[src/rtl/serial_shift_unit_if.sv]
// Handshake and data bundle between the control FSM (master) and the serial shifter (slave).
interface serial_shift_unit_if #(
  parameter int unsigned WIDTH   = 32,
  parameter int unsigned SHAMT_W = 5
);
   logic               start;
   logic [1:0]         op;
   logic [WIDTH-1:0]   data_in;
   logic [SHAMT_W-1:0] shamt;
   logic [WIDTH-1:0]   result;
   logic               busy;
   logic               done;

   modport master (
      output start, op, data_in, shamt,
      input  result, busy, done
   );

   modport slave (
      input  start, op, data_in, shamt,
      output result, busy, done
   );
endinterface

[src/rtl/serial_shift_unit.sv]
// Iterative one-bit-per-clock shifter (SRL, SRA, SLL, ROR) with start/busy/done handshake.
module serial_shift_unit #(
  parameter int unsigned WIDTH   = 32,
  parameter int unsigned SHAMT_W = 5
) (
   input logic               clk,
   input logic               rst,
   serial_shift_unit_if.slave bus
);

   typedef enum logic [1:0] {StIdle, StShift, StDone} state_e;

   state_e             state_q, state_d;
   logic [WIDTH-1:0]   result_q, result_d;
   logic [SHAMT_W-1:0] count_q, count_d;
   logic [1:0]         op_q, op_d;
   logic [WIDTH-1:0]   shifted;

   always_ff @(posedge clk or negedge rst) begin
      if (!rst) begin
         state_q <= StIdle;
      end else begin
         state_q <= state_d;
      end
   end

   always_comb begin
      state_d = state_q;
      case (state_q)
         StIdle:  if (bus.start) state_d = (bus.shamt != '0) ? StShift : StDone;
         StShift: if (count_q == SHAMT_W'(1)) state_d = StDone;
         StDone:  state_d = StIdle;
         default: state_d = StIdle;
      endcase
   end

   always_comb begin
      bus.busy   = (state_q != StIdle);
      bus.done   = (state_q == StDone);
      bus.result = result_q;
   end

   // One-position shift of the working register under the latched op.
   always_comb begin
      shifted = result_q;
      unique case (op_q)
         2'b00: shifted = {1'b0, result_q[WIDTH-1:1]};
         2'b01: shifted = {result_q[WIDTH-1], result_q[WIDTH-1:1]};
         2'b10: shifted = {result_q[WIDTH-2:0], 1'b0};
         2'b11: shifted = {result_q[0], result_q[WIDTH-1:1]};
      endcase
   end

   always_comb begin
      result_d = result_q;
      count_d  = count_q;
      op_d     = op_q;
      if (state_q == StIdle && bus.start) begin
         result_d = bus.data_in;
         count_d  = bus.shamt;
         op_d     = bus.op;
      end else if (state_q == StShift) begin
         result_d = shifted;
         count_d  = count_q - SHAMT_W'(1);
      end
   end

   always_ff @(posedge clk or negedge rst) begin
      if (!rst) begin
         result_q <= '0;
         count_q  <= '0;
         op_q     <= '0;
      end else begin
         result_q <= result_d;
         count_q  <= count_d;
         op_q     <= op_d;
      end
   end

endmodule

[src/flat_wrapper.sv]
// flat-port wrapper written by rule: the top's interface ports become plain ports
module serial_shift_unit_flat 
#(
  parameter int unsigned WIDTH   = 32,
  parameter int unsigned SHAMT_W = 5
)
  (clk, rst, bus_start, bus_op, bus_data_in, bus_shamt, bus_result, bus_busy, bus_done);
  serial_shift_unit_if #(.WIDTH(WIDTH), .SHAMT_W(SHAMT_W)) bus_i ();
  input logic clk;
  input logic rst;
  input wire logic [$bits(bus_i.start)-1:0] bus_start;
  input wire logic [$bits(bus_i.op)-1:0] bus_op;
  input wire logic [$bits(bus_i.data_in)-1:0] bus_data_in;
  input wire logic [$bits(bus_i.shamt)-1:0] bus_shamt;
  output wire logic [$bits(bus_i.result)-1:0] bus_result;
  output wire logic [$bits(bus_i.busy)-1:0] bus_busy;
  output wire logic [$bits(bus_i.done)-1:0] bus_done;
  assign bus_i.start = bus_start;
  assign bus_i.op = bus_op;
  assign bus_i.data_in = bus_data_in;
  assign bus_i.shamt = bus_shamt;
  assign bus_result = bus_i.result;
  assign bus_busy = bus_i.busy;
  assign bus_done = bus_i.done;
  serial_shift_unit #(.WIDTH(WIDTH), .SHAMT_W(SHAMT_W)) u_core (.clk(clk), .rst(rst), .bus(bus_i));
endmodule
[config.mk]
export PLATFORM = sky130hd
export DESIGN_NAME = serial_shift_unit_flat
export DESIGN_NICKNAME = d
export VERILOG_FILES = /design/src/rtl/serial_shift_unit_if.sv /design/src/rtl/serial_shift_unit.sv /design/src/flat_wrapper.sv
export SDC_FILE = /design/constraint.sdc
export NUM_CORES = 1
export LEC_CHECK = 0
export ABC_AREA = 1
export BUFFER_PORTS_ARGS = -buffer_cell sky130_fd_sc_hd__buf_4
export CORE_ASPECT_RATIO = 0.7
export CORE_MARGIN = 2
export CORE_UTILIZATION = 30
export CTS_BUF_LIST = sky130_fd_sc_hd__clkbuf_16
export CTS_CLUSTER_DIAMETER = 80
export CTS_CLUSTER_SIZE = 16
export DETAILED_ROUTE_END_ITERATION = 10
export GPL_ROUTABILITY_DRIVEN = 0
export SETUP_SLACK_MARGIN = 0.1
export SLEW_MARGIN = 15
export SYNTH_ARGS = -nofsm -noshare
export SYNTH_HDL_FRONTEND = slang
export SYNTH_SLANG_ARGS = --single-unit
[constraint.sdc]
create_clock -name clk -period 2.7 [get_ports clk]
set_input_delay 0.135 -clock clk [delete_from_list [all_inputs] [get_ports clk]]
set_output_delay 0.135 -clock clk [all_outputs]
set_load 0.005 [all_outputs]
==> results list, run 1 <==
- Power density over the cells: 1210 nW/um2
- Share of final-layout standard cells stronger than drive strength 1: 20.6%
* Bufs on Longest Clock Path: 2
- From left edge to right edge, the die measures 116 um.
- In this run the number of H-tree levels came out at 2.
- Post-CTS setup buffer count: 0
* CTS Hold Bufs: 1
* Cts bufs inserted: 5
- Counting every net in the synthesized netlist gives 448.
- Critical path arrival: 1.81 ns
- Final setup violation count: 0
- The synthesized netlist devotes 0% of its cell area to XOR and XNOR gates.
- The tool flagged a number of max-cap violations equal to 0.
- FP Rows: 28
- Routed wirelength normalized by instance count: 12.9 um
- Initial core utilization: 31.0%
- Entering global routing, the biggest net connects 42 pins.
- Detailed routing inserted a total of 2650 vias.
* Top-area cell type share of the netlist area: 39.1%
- The worst path needs 1.59 ns of the cycle, external delays included.
- The worst path meets setup with 1.11 ns of slack.
- The worst path uses 58.8% of the clock period.
- The repair_antennas step left the layout with diodes totalling 0.
- In the post-synthesis netlist, the biggest area contributors are sky130_fd_sc_hd__dfrtp_1 39%, sky130_fd_sc_hd__nand2_1 23%, sky130_fd_sc_hd__nand3_1 17%.
- Top-level port count: 76
- For the worst setup path, the data required time is 2.92 ns.
- For the pin with the worst max-slew slack, the measured transition is 0.612 ns.
* Class of the tightest hold or removal check: in -> reg
- The final layout contains routed wiring with a total length of 7620 um.
- DR vias/cell: 4.48
- In this run the cell area measured after placement is 3240 um2.
- Number of global-route vias before repair: 2578
- The synthesized netlist devotes 0.953% of its cell area to adder and majority cells.
- In the final design database the tool counted 515 nets.
- The number of gates resized after CTS was 0.
- For the final routed database, the setup TNS stands at 0 ns.
* Clk pin slew, worst setup/hold paths: 0.06 ns
* Compound-Gate Fraction of Synth Area: 1.95%
- Once detailed placement completed, the half-perimeter wirelength came to 5300 um.
- Post-route cell area: 3390 um2
- Core ar.: 8480 um2
- The detailed router finished its first iteration with 196 violations.
- Area enclosed by the die boundary: 9530 um2
- The share of the Yosys chip area taken by registers is 39.1%.
- Worst-Skew Late Latency: 0.28 ns
* Cell taking the most area after synthesis: sky130_fd_sc_hd__dfrtp_1
- Port-buffer cells: 75
* Leakage power figure: 0.00195 uW
- Timing would allow up to 629 MHz.
- Number of synthesis warnings: 0
- Compared with the post-synthesis result, the final layout area differs by 29.1%.
- CTS Sinks: 41
- Worst slew margin relative to its limit: 59.2%
- A synthesized cell averages 6.50 um2.
- After Yosys synthesis, and, or, nand and nor cells account for 43.2% of the synthesized area.
* Worst Path Max Fanout: 24
* Number of distinct library cell variants in the gate-level netlist after synthesis: 22
- Gate count after technology mapping: 404
- The initial antenna violation count is 0.
- The number of hold-slack violations in the final timing report came to 0.
- Summing every instance area after synthesis gives 2630 um2.
* Global-route wire length before repair: 12600 um
* Cell at the root of the clock tree: sky130_fd_sc_hd__clkbuf_16
- The die is 82.3 um tall.
* Antenna-violating nets left: 0
- Remaining DRCs: 0
- Global routing finished with a remaining overflow of 0.
- Setup repair after global routing left no endpoint under its margin.
- The run finished with clean final reports.
* Setup Skew: 0.00644 ns
- Category of the worst setup path capture point: register
- The portion of synthesized area spent on multiplexers is 0%.
- The final-report max-slew violation count is 0.
- Dominant combinational cell family by area after synthesis: simple AND/OR/NAND/NOR gates
* Worst slack, placed: 1.10 ns
- Peak supply drop: 0.401 mV
- The worst setup path is of the reg -> reg kind.
* Yosys reg bits: 41
- Launching element type of the critical path: register
- Clock tree from TritonCTS: done
* First-pass iteration count of the detailed router: 4
* GRT Total Usage: 16.9%
==> through the flow <==
stage	util [%]	total power [uW]	hold WS [ns]	std cells
floorplan	-	2750	-0.161	404
global placement	38.2	3490	0.165	583
detailed placement	38.2	3540	0.162	583
CTS	40.0	4140	0.0599	592
global route	40.0	4540	0.0715	592
finish	40.0	4100	0.0654	592
==> metal layers <==
metal	routed length (um)	part of all wire, %	up-vias	GRT usage [%]
met2	3330	44	82	25.5
li1	-	-	1372	-
met5	0	0	-	0
met1	3680	48	1194	24.6
met4	29	0.38	0	4.40
met3	581	7.6	2	3.87
==> placed cells by master (no fill, tap or decap) <==
master and count:
sky130_fd_sc_hd__nand2_1 164, sky130_fd_sc_hd__ha_1 2, sky130_fd_sc_hd__a21oi_1 1, sky130_fd_sc_hd__nand2_2 3, sky130_fd_sc_hd__o21ai_2 1, sky130_fd_sc_hd__o21ai_0 3, sky130_fd_sc_hd__inv_2 4, sky130_fd_sc_hd__o21a_1 1
sky130_fd_sc_hd__nand4_1 1, sky130_fd_sc_hd__clkinv_2 2, sky130_fd_sc_hd__clkbuf_16 5, sky130_fd_sc_hd__nor2_4 2, sky130_fd_sc_hd__inv_1 64, sky130_fd_sc_hd__nand3_1 89, sky130_fd_sc_hd__nor2_1 5, sky130_fd_sc_hd__dlygate4sd3_1 1
sky130_fd_sc_hd__dfrtp_1 41, sky130_fd_sc_hd__buf_4 80, sky130_fd_sc_hd__nand3b_1 1, sky130_fd_sc_hd__o211ai_1 2
==> logic make-up after synthesis <==
logic type / Yosys count
AO/OA/AOI/OAI: 8
flip-flops: 41
AND/OR/NAND/NOR: 265
adder cells (fa/ha/maj): 2
buffers and inverters: 88
==> area by class of cell <==
class,count,area (um2)
fill,951,5090
multi-input combinational,275,1210
sequential,41,1030
timing repair buffer,81,611
inverter,67,251
tap,120,150
clock buffer,5,125
clock inverter,3,13.8
==> final timing paths <==
kind,slack [ns],from,cells after the start,end
max,1.11,u_core.state_q[1],7,u_core.count_q[3]
min,0.07,bus_op[0],3,u_core.op_q[0]
min reg2reg,0.52,u_core.bus.result[11],2,u_core.bus.result[11]
max reg2reg,1.11,u_core.state_q[1],7,u_core.count_q[3]
min in group asynchronous,0.38,rst,2,u_core.bus.result[22]
max in group asynchronous,1.94,rst,2,u_core.bus.result[1]
==> critical path, stage by stage (launching register included) <==
cell	delay, ns
sky130_fd_sc_hd__dfrtp_1	0.45
sky130_fd_sc_hd__nor2_4	0.39
sky130_fd_sc_hd__nand2_2	0.10
sky130_fd_sc_hd__inv_2	0.34
sky130_fd_sc_hd__nand2_1	0.09
sky130_fd_sc_hd__nand2_1	0.07
sky130_fd_sc_hd__inv_1	0.03
sky130_fd_sc_hd__nand2_1	0.04
==> cell usage after synthesis (all sizes together) <==
cell	instances
a21oi	1
buf	18
clkbuf	3
dfrtp	41
ha	2
inv	67
nand2	167
nand3	89
nand3b	1
nand4	1
nor2	7
o211ai	2
o21a	1
o21ai	4
==> where the power goes <==
part           total (uW)  switching (uW)  internal (uW)
Clock                 578             242            336
Combinational        2250            1320            930
Sequential           1270             333            937
Total                4100            1890           2200
==> sequential cells by signal, summed over array words and instances, names as in the netlist <==
name / cells
u_core.state_q: 2
u_core.op_q: 2
u_core.count_q: 5
u_core.bus.result: 32
(Power assumes the default switching activity.)
==> inputs of run 2 (changes only) <==
==> constraint.sdc (replaced) <==
create_clock -name clk -period 1.55 [get_ports clk]
set_input_delay 0.0775 -clock clk [delete_from_list [all_inputs] [get_ports clk]]
set_output_delay 0.0775 -clock clk [all_outputs]
set_load 0.005 [all_outputs]
==> results list, run 2 (same netlist as run 1, synthesis figures left out) <==
- TritonCTS built the clock tree.
- Worst min-delay path startpoint: bus_data_in[12]
- Clk pin slew, worst setup/hold paths: 0.06 ns
* Max capacitance violation total: 0
- The first global-routing pass estimated 12700 um of wire.
- The count of nets left with antenna violations once routing finished came out at 0.
- Peak supply drop: 0.634 mV
- Summed over all layers, the global routing overflow is 0.
* Fraction of power consumed by sequential logic: 30.0%
* DP HPWL: 5490 um
- Share of final-layout standard cells stronger than drive strength 1: 21.3%
- For this design the static power due to leakage is 0.00199 uW.
- Max reg flops: 32
* Power density over the cells: 2140 nW/um2
* Number of fill cells in the layout: 937
- FP Rows: 28
* Setup Skew: 0.00343 ns
- STA classifies the critical path endpoint as a register.
- In this run the worst setup path begins at u_core.state_q[0].
- Dividing the detail-routed via count by the number of cells gives 4.61.
- Reg2reg start: u_core.state_q[0]
- After detailed routing, the total wire length is 7830 um.
- Core ar.: 8480 um2
* Post-CTS setup buffer count: 0
- Area enclosed by the die boundary: 9530 um2
- Net switching is 45.6% of the power.
- H-tree depth reported by CTS: 2
- Actual transition at the worst max-transition pin: 0.551 ns
* Cell area after placement: 3320 um2
- For this run, the top clock speed supported by timing is 761 MHz.
- At the worst endpoint, the required time is 1.77 ns.
* Routed via count: 2755
* Int Power: 4030 uW
- Worst-Skew Late Latency: 0.28 ns
- Port buffering added 75 buffers.
- The worst setup path is launched from a register.
- Bufs on Longest Clock Path: 2
* Unrepaired setup endpoints after global routing: no
* DR iter-0 viols: 180
* Cts bufs inserted: 5
- CTS Sinks: 41
- For this run, the total global-route usage over all layers was measured as 17.3%.
- Routed wirelength normalized by instance count: 13.1 um
* Horizontal die dimension: 116 um
- For this run, design rule violations remaining after detail routing come to 0.
- Leaving out fill and tap cells, the most frequent cells in the layout are 164 x sky130_fd_sc_hd__nand2_1, 89 x sky130_fd_sc_hd__nand3_1, 85 x sky130_fd_sc_hd__buf_4, 64 x sky130_fd_sc_hd__inv_1, 41 x sky130_fd_sc_hd__dfrtp_1.
* Die span in y: 82.3 um
- Area growth from synthesis to final layout: 31.8%
- The worst setup path is of the reg -> reg kind.
- Most frequent standard cell in the layout excluding fill and tap cells: sky130_fd_sc_hd__nand2_1
- Leaving out filler cells and counting taps, the final layout contains 598.
- Result of the run: complete, no violations
- Time the worst path needs with I/O delays and setup: 1.31 ns
- Post-route cell area: 3460 um2
- Switching pwr: 3380 uW
- Final setup violation count: 0
- Class of the tightest hold or removal check: in -> reg
* Share of total power in combinational logic: 56.5%
- Hold Vio Cnt, Final: 0
- The number of antenna diodes in the final layout is 0.
- Pin placement for this block handled 76 I/O pins.
* Worst slew margin relative to its limit: 63.3%
- Worst Path Max Fanout: 13
* Nets@finish: 522
- Max Transition Viols Final: 0
* Critical path arrival: 1.53 ns
- Before antenna repair, the detailed router went through 4 iterations.
* Number of cells after detailed placement: 590
* Number of global-route vias before repair: 2552
- Final TNS setup: 0 ns
* Initial core utilization: 31.0%
- The clock network is responsible for 13.4% of the overall power.
- Of the available clock period, the critical path in the final layout requires 84.8%.
* Largest net degree at the start of global routing: 42
* Cell at the root of the clock tree: sky130_fd_sc_hd__clkbuf_16
- The initial antenna violation count was 0.
[run 2: changes by cell type in the layout (fill, tap and decap cells not counted)]
| cell | before | now |
|---|---|---|
| sky130_fd_sc_hd__buf_12 | 0 | 2 |
| sky130_fd_sc_hd__clkinv_1 | 0 | 1 |
| sky130_fd_sc_hd__clkinv_2 | 2 | 0 |
| sky130_fd_sc_hd__buf_4 | 80 | 85 |
[run 2: per-stage QoR]
step / setup WS (ns) / util [%] / total power (uW) / hold slack (ns)
floorplan: 0.395 / - / 4800 / -0.218
global placement: 0.273 / 39.1 / 6350 / 0.112
detailed placement: 0.253 / 39.1 / 6430 / 0.111
CTS: 0.226 / 40.8 / 7450 / 0.00754
global route: 0.117 / 40.8 / 8150 / 0.0164
finish: 0.235 / 40.8 / 7400 / 0.00828
[run 2: critical path: stages (launching register included)]
cell and delay, ns:
sky130_fd_sc_hd__dfrtp_1 0.47, sky130_fd_sc_hd__inv_1 0.14, sky130_fd_sc_hd__nor2_4 0.30, sky130_fd_sc_hd__buf_12 0.18, sky130_fd_sc_hd__nand3_1 0.09, sky130_fd_sc_hd__nand3_1 0.08
[run 2: final cells by class]
class                           count  area [um2]  area share (%)
Clock buffer                        5         125            3.62
Clock inverter                      2        7.51           0.217
Inverter                           67         251            7.27
Multi-Input combinational cell    275        1210            35.0
Sequential cell                    41        1030            29.7
Tap cell                          120         150            4.34
Timing Repair Buffer               88         688            19.9
[run 2: what timing repair did]
item / 4_1_cts / 5_1_grt
gates resized for setup: 0 / 0
hold buffers: 1 / 0
hold endpoints to repair: 41 / 0
[run 2: power groups by stage]
| stage | Clock (uW) | Combinational [uW] | Sequential [uW] |
|---|---|---|---|
| after floorplan | 0 | 2690 | 2110 |
| after global routing | 1050 | 4790 | 2310 |
| after global placement | 0 | 4120 | 2230 |
| final | 994 | 4190 | 2220 |
| after detailed placement | 0 | 4200 | 2230 |
| after CTS | 1010 | 4220 | 2220 |
[run 2: final timing paths]
check,slack [ns],endpoint,cells past startpoint
worst min register to register,0.52,u_core.bus.result[8],2
worst min-delay path,0.008,u_core.bus.result[12],3
worst max register to register,0.24,u_core.bus.result[7],5
max in group asynchronous,0.84,u_core.bus.result[27],2
worst max-delay path,0.24,u_core.bus.result[7],5
min in group asynchronous,0.33,u_core.bus.result[2],2
[run 2: layer usage]
metal  part of all wire [%]  track usage (%)
met2                     43             26.3
met4                   0.66             4.29
met1                     49             24.9
met3                    8.1             3.94
met5                      0                0
==> inputs of run 3 (changes only) <==
==> constraint.sdc (replaced) <==
create_clock -name clk -period 1.25 [get_ports clk]
set_input_delay 0.0625 -clock clk [delete_from_list [all_inputs] [get_ports clk]]
set_output_delay 0.0625 -clock clk [all_outputs]
set_load 0.005 [all_outputs]
==> results list, run 3 (same netlist as run 1, synthesis figures left out) <==
- The library cell used most frequently in the layout, excluding fill and tap cells, is sky130_fd_sc_hd__nand2_1.
- Required time worst endpoint: 1.41 ns
- Max reg flops: 32
- Ant. Diodes: 0
- Clk pin slew, worst setup/hold paths: 0.06 ns
- The H-tree generated during clock tree synthesis spans 2 levels.
* Tot Pwr: 10300 uW
* Share of final-layout standard cells stronger than drive strength 1: 29.4%
* Grt ovf: 0
- Routed via count: 2808
- Area enclosed by the die boundary: 9530 um2
* Horizontal die dimension: 116 um
- The root buffer cell chosen for the clock tree is sky130_fd_sc_hd__clkbuf_16.
* FP Rows: 28
- After detailed routing, the average wire length per cell comes to 13.2 um.
- Max capacitance violation total: 0
- Worst slack on hold paths: -0.00532 ns
- Wires add up to 8140 um.
- Power spread over the standard cell area amounts to 2670 nW/um2.
- The checks that failed: negative hold slack.
- Area growth from synthesis to final layout: 47.0%
- The final-report max-slew violation count is 0.
- Class of the tightest hold or removal check: in -> reg
- Die span in y: 82.3 um
* DR vias/cell: 4.55
* Final TNS setup: 0 ns
- Result of the run: complete, but fails checks
* Hold Vio Cnt, Final: 1
- Global-route wire length before repair: 12500 um
- Top-level port count: 76
- At the placement stage, the worst setup path has a slack of 0.0360 ns.
- Category of the worst setup path capture point: register
* Launching element type of the critical path: register
- Static timing analysis puts the maximum clock frequency at 835 MHz.
- Post-route worst setup slack: 0.0526 ns
- The count of cells in the finished layout, fillers not included, comes to 617.
- Number of cells after detailed placement: 596
- The via count of the first global-routing pass was 2539.
* Time the worst path needs with I/O delays and setup: 1.20 ns
- In this run the tightest slew margin relative to its limit is 63.1%.
- In the routed design, unresolved DRC markers number 0.
* Core ar.: 8480 um2
- Buffers inserted during clock tree synthesis total 5.
- Worst hold path stage count: 3
- Capture endpoint of the worst hold path: u_core.bus.result[10]
* Reg-to-Reg End: u_core.count_q[2]
- The startpoint identified for the worst register-to-register timing path is u_core.state_q[1].
* Bufs on Longest Clock Path: 2
* Commonest non-fill, non-tap cells in the layout: 149 x sky130_fd_sc_hd__nand2_1, 88 x sky130_fd_sc_hd__buf_4, 81 x sky130_fd_sc_hd__nand3_1, 61 x sky130_fd_sc_hd__inv_1, 39 x sky130_fd_sc_hd__dfrtp_1
- Detailed placement ended at an HPWL of 5530 um.
* Final standard cell utilization of the core: 45.5%
- Setup slack on the worst reg-to-reg path comes out at 0.05 ns.
- Path type of the worst setup path: reg -> reg
- Worst Path Max Fanout: 11
- Clock skew on the completed layout was measured at 0.00465 ns.
* Actual transition at the worst max-transition pin: 0.554 ns
- The initial antenna violation count came to 0.
* Worst-Skew Late Latency: 0.28 ns
* Largest net degree at the start of global routing: 42
- Unrepaired setup endpoints after global routing: yes
* Leakage power figure: 0.00218 uW
* Worst min-delay path startpoint: bus_data_in[10]
- Critical path arrival: 1.36 ns
- Fraction of the cycle the final worst path needs: 95.8%
* Sequential cell area: 1030 um2
* Clock tree from TritonCTS: done
- The clock net in this run drives a total of 41 sinks.
* Final setup violation count: 0
- In this run, the number of DRC markers left after iteration 0 of detailed routing was 125.
- Nets@finish: 540
* First-pass iteration count of the detailed router: 4
* Worst-case reg-to-reg path depth: 6
* Peak supply drop: 1.10 mV
- Port-buffer cells: 75
* GRT Total Usage: 17.0%
- The detail route stage leaves a number of antenna-violating nets equal to 0.
* Initial core utilization: 31.0%
- Multi-input combinational cell area: 1320 um2
* Number of fill cells in the layout: 892
-- run 3: worst max path at each step --
| stage | depth (start not counted) | slack [ns] | end | startpoint |
|---|---|---|---|---|
| after CTS | 7 | 0.07 | u_core.bus.result[22] | u_core.state_q[0] |
| after detailed placement | 6 | 0.04 | u_core.bus.result[29] | u_core.op_q[0] |
| after global routing | 8 | -0.02 | u_core.count_q[3] | u_core.state_q[1] |
| after global placement | 8 | 0.06 | u_core.count_q[3] | u_core.state_q[0] |
| after floorplan | 7 | 0.10 | u_core.bus.result[22] | u_core.state_q[0] |
| final | 6 | 0.05 | u_core.count_q[2] | u_core.state_q[1] |
-- run 3: stage by stage --
| step | cell area (um2) | hold slack [ns] |
|---|---|---|
| detailed placement | 3390 | 0.0995 |
| CTS | 3670 | 0.000227 |
| finish | 3860 | -0.00532 |
| global route | 3860 | 0.00327 |
| floorplan | 2630 | -0.233 |
| global placement | 3390 | 0.0926 |
-- run 3: power by group --
| group | switching [uW] | total, uW | internal (uW) |
|---|---|---|---|
| sequential | 738 | 2770 | 2030 |
| combinational | 3230 | 6070 | 2850 |
| clock | 541 | 1480 | 935 |
-- run 3: cell type report --
| type | instances | area share, % |
|---|---|---|
| Multi-Input combinational cell | 275 | 34.1 |
| Inverter | 67 | 6.78 |
| Clock buffer | 5 | 3.24 |
| Tap cell | 120 | 3.89 |
| Clock inverter | 3 | 1.07 |
| Sequential cell | 41 | 26.7 |
| Timing Repair Buffer | 106 | 24.2 |
-- run 3: layer usage --
layer  wire length [um]  track usage [%]
met3                522             4.53
met1               4020             24.1
met2               3590             26.4
met4                 17             2.74
met5                  0                0
-- run 3: repair_timing --
action / CTS / global route
buffers inserted: 3 / 1
endpoints found under the hold margin: 46 / 0
gates cloned: 0 / 3
resized for setup: 13 / 39
hold buffers: 6 / 0
setup endpoints to repair: 39 / 42
pin swaps: 0 / 14
-- run 3: worst max-delay path, cell delays in order (launching register included) --
cell and delay (ns):
sky130_fd_sc_hd__dfrtp_2 0.43, sky130_fd_sc_hd__buf_4 0.15, sky130_fd_sc_hd__nor2_4 0.16, sky130_fd_sc_hd__buf_12 0.14
sky130_fd_sc_hd__nand2_1 0.05, sky130_fd_sc_hd__nand3_1 0.07, sky130_fd_sc_hd__nand3_1 0.07
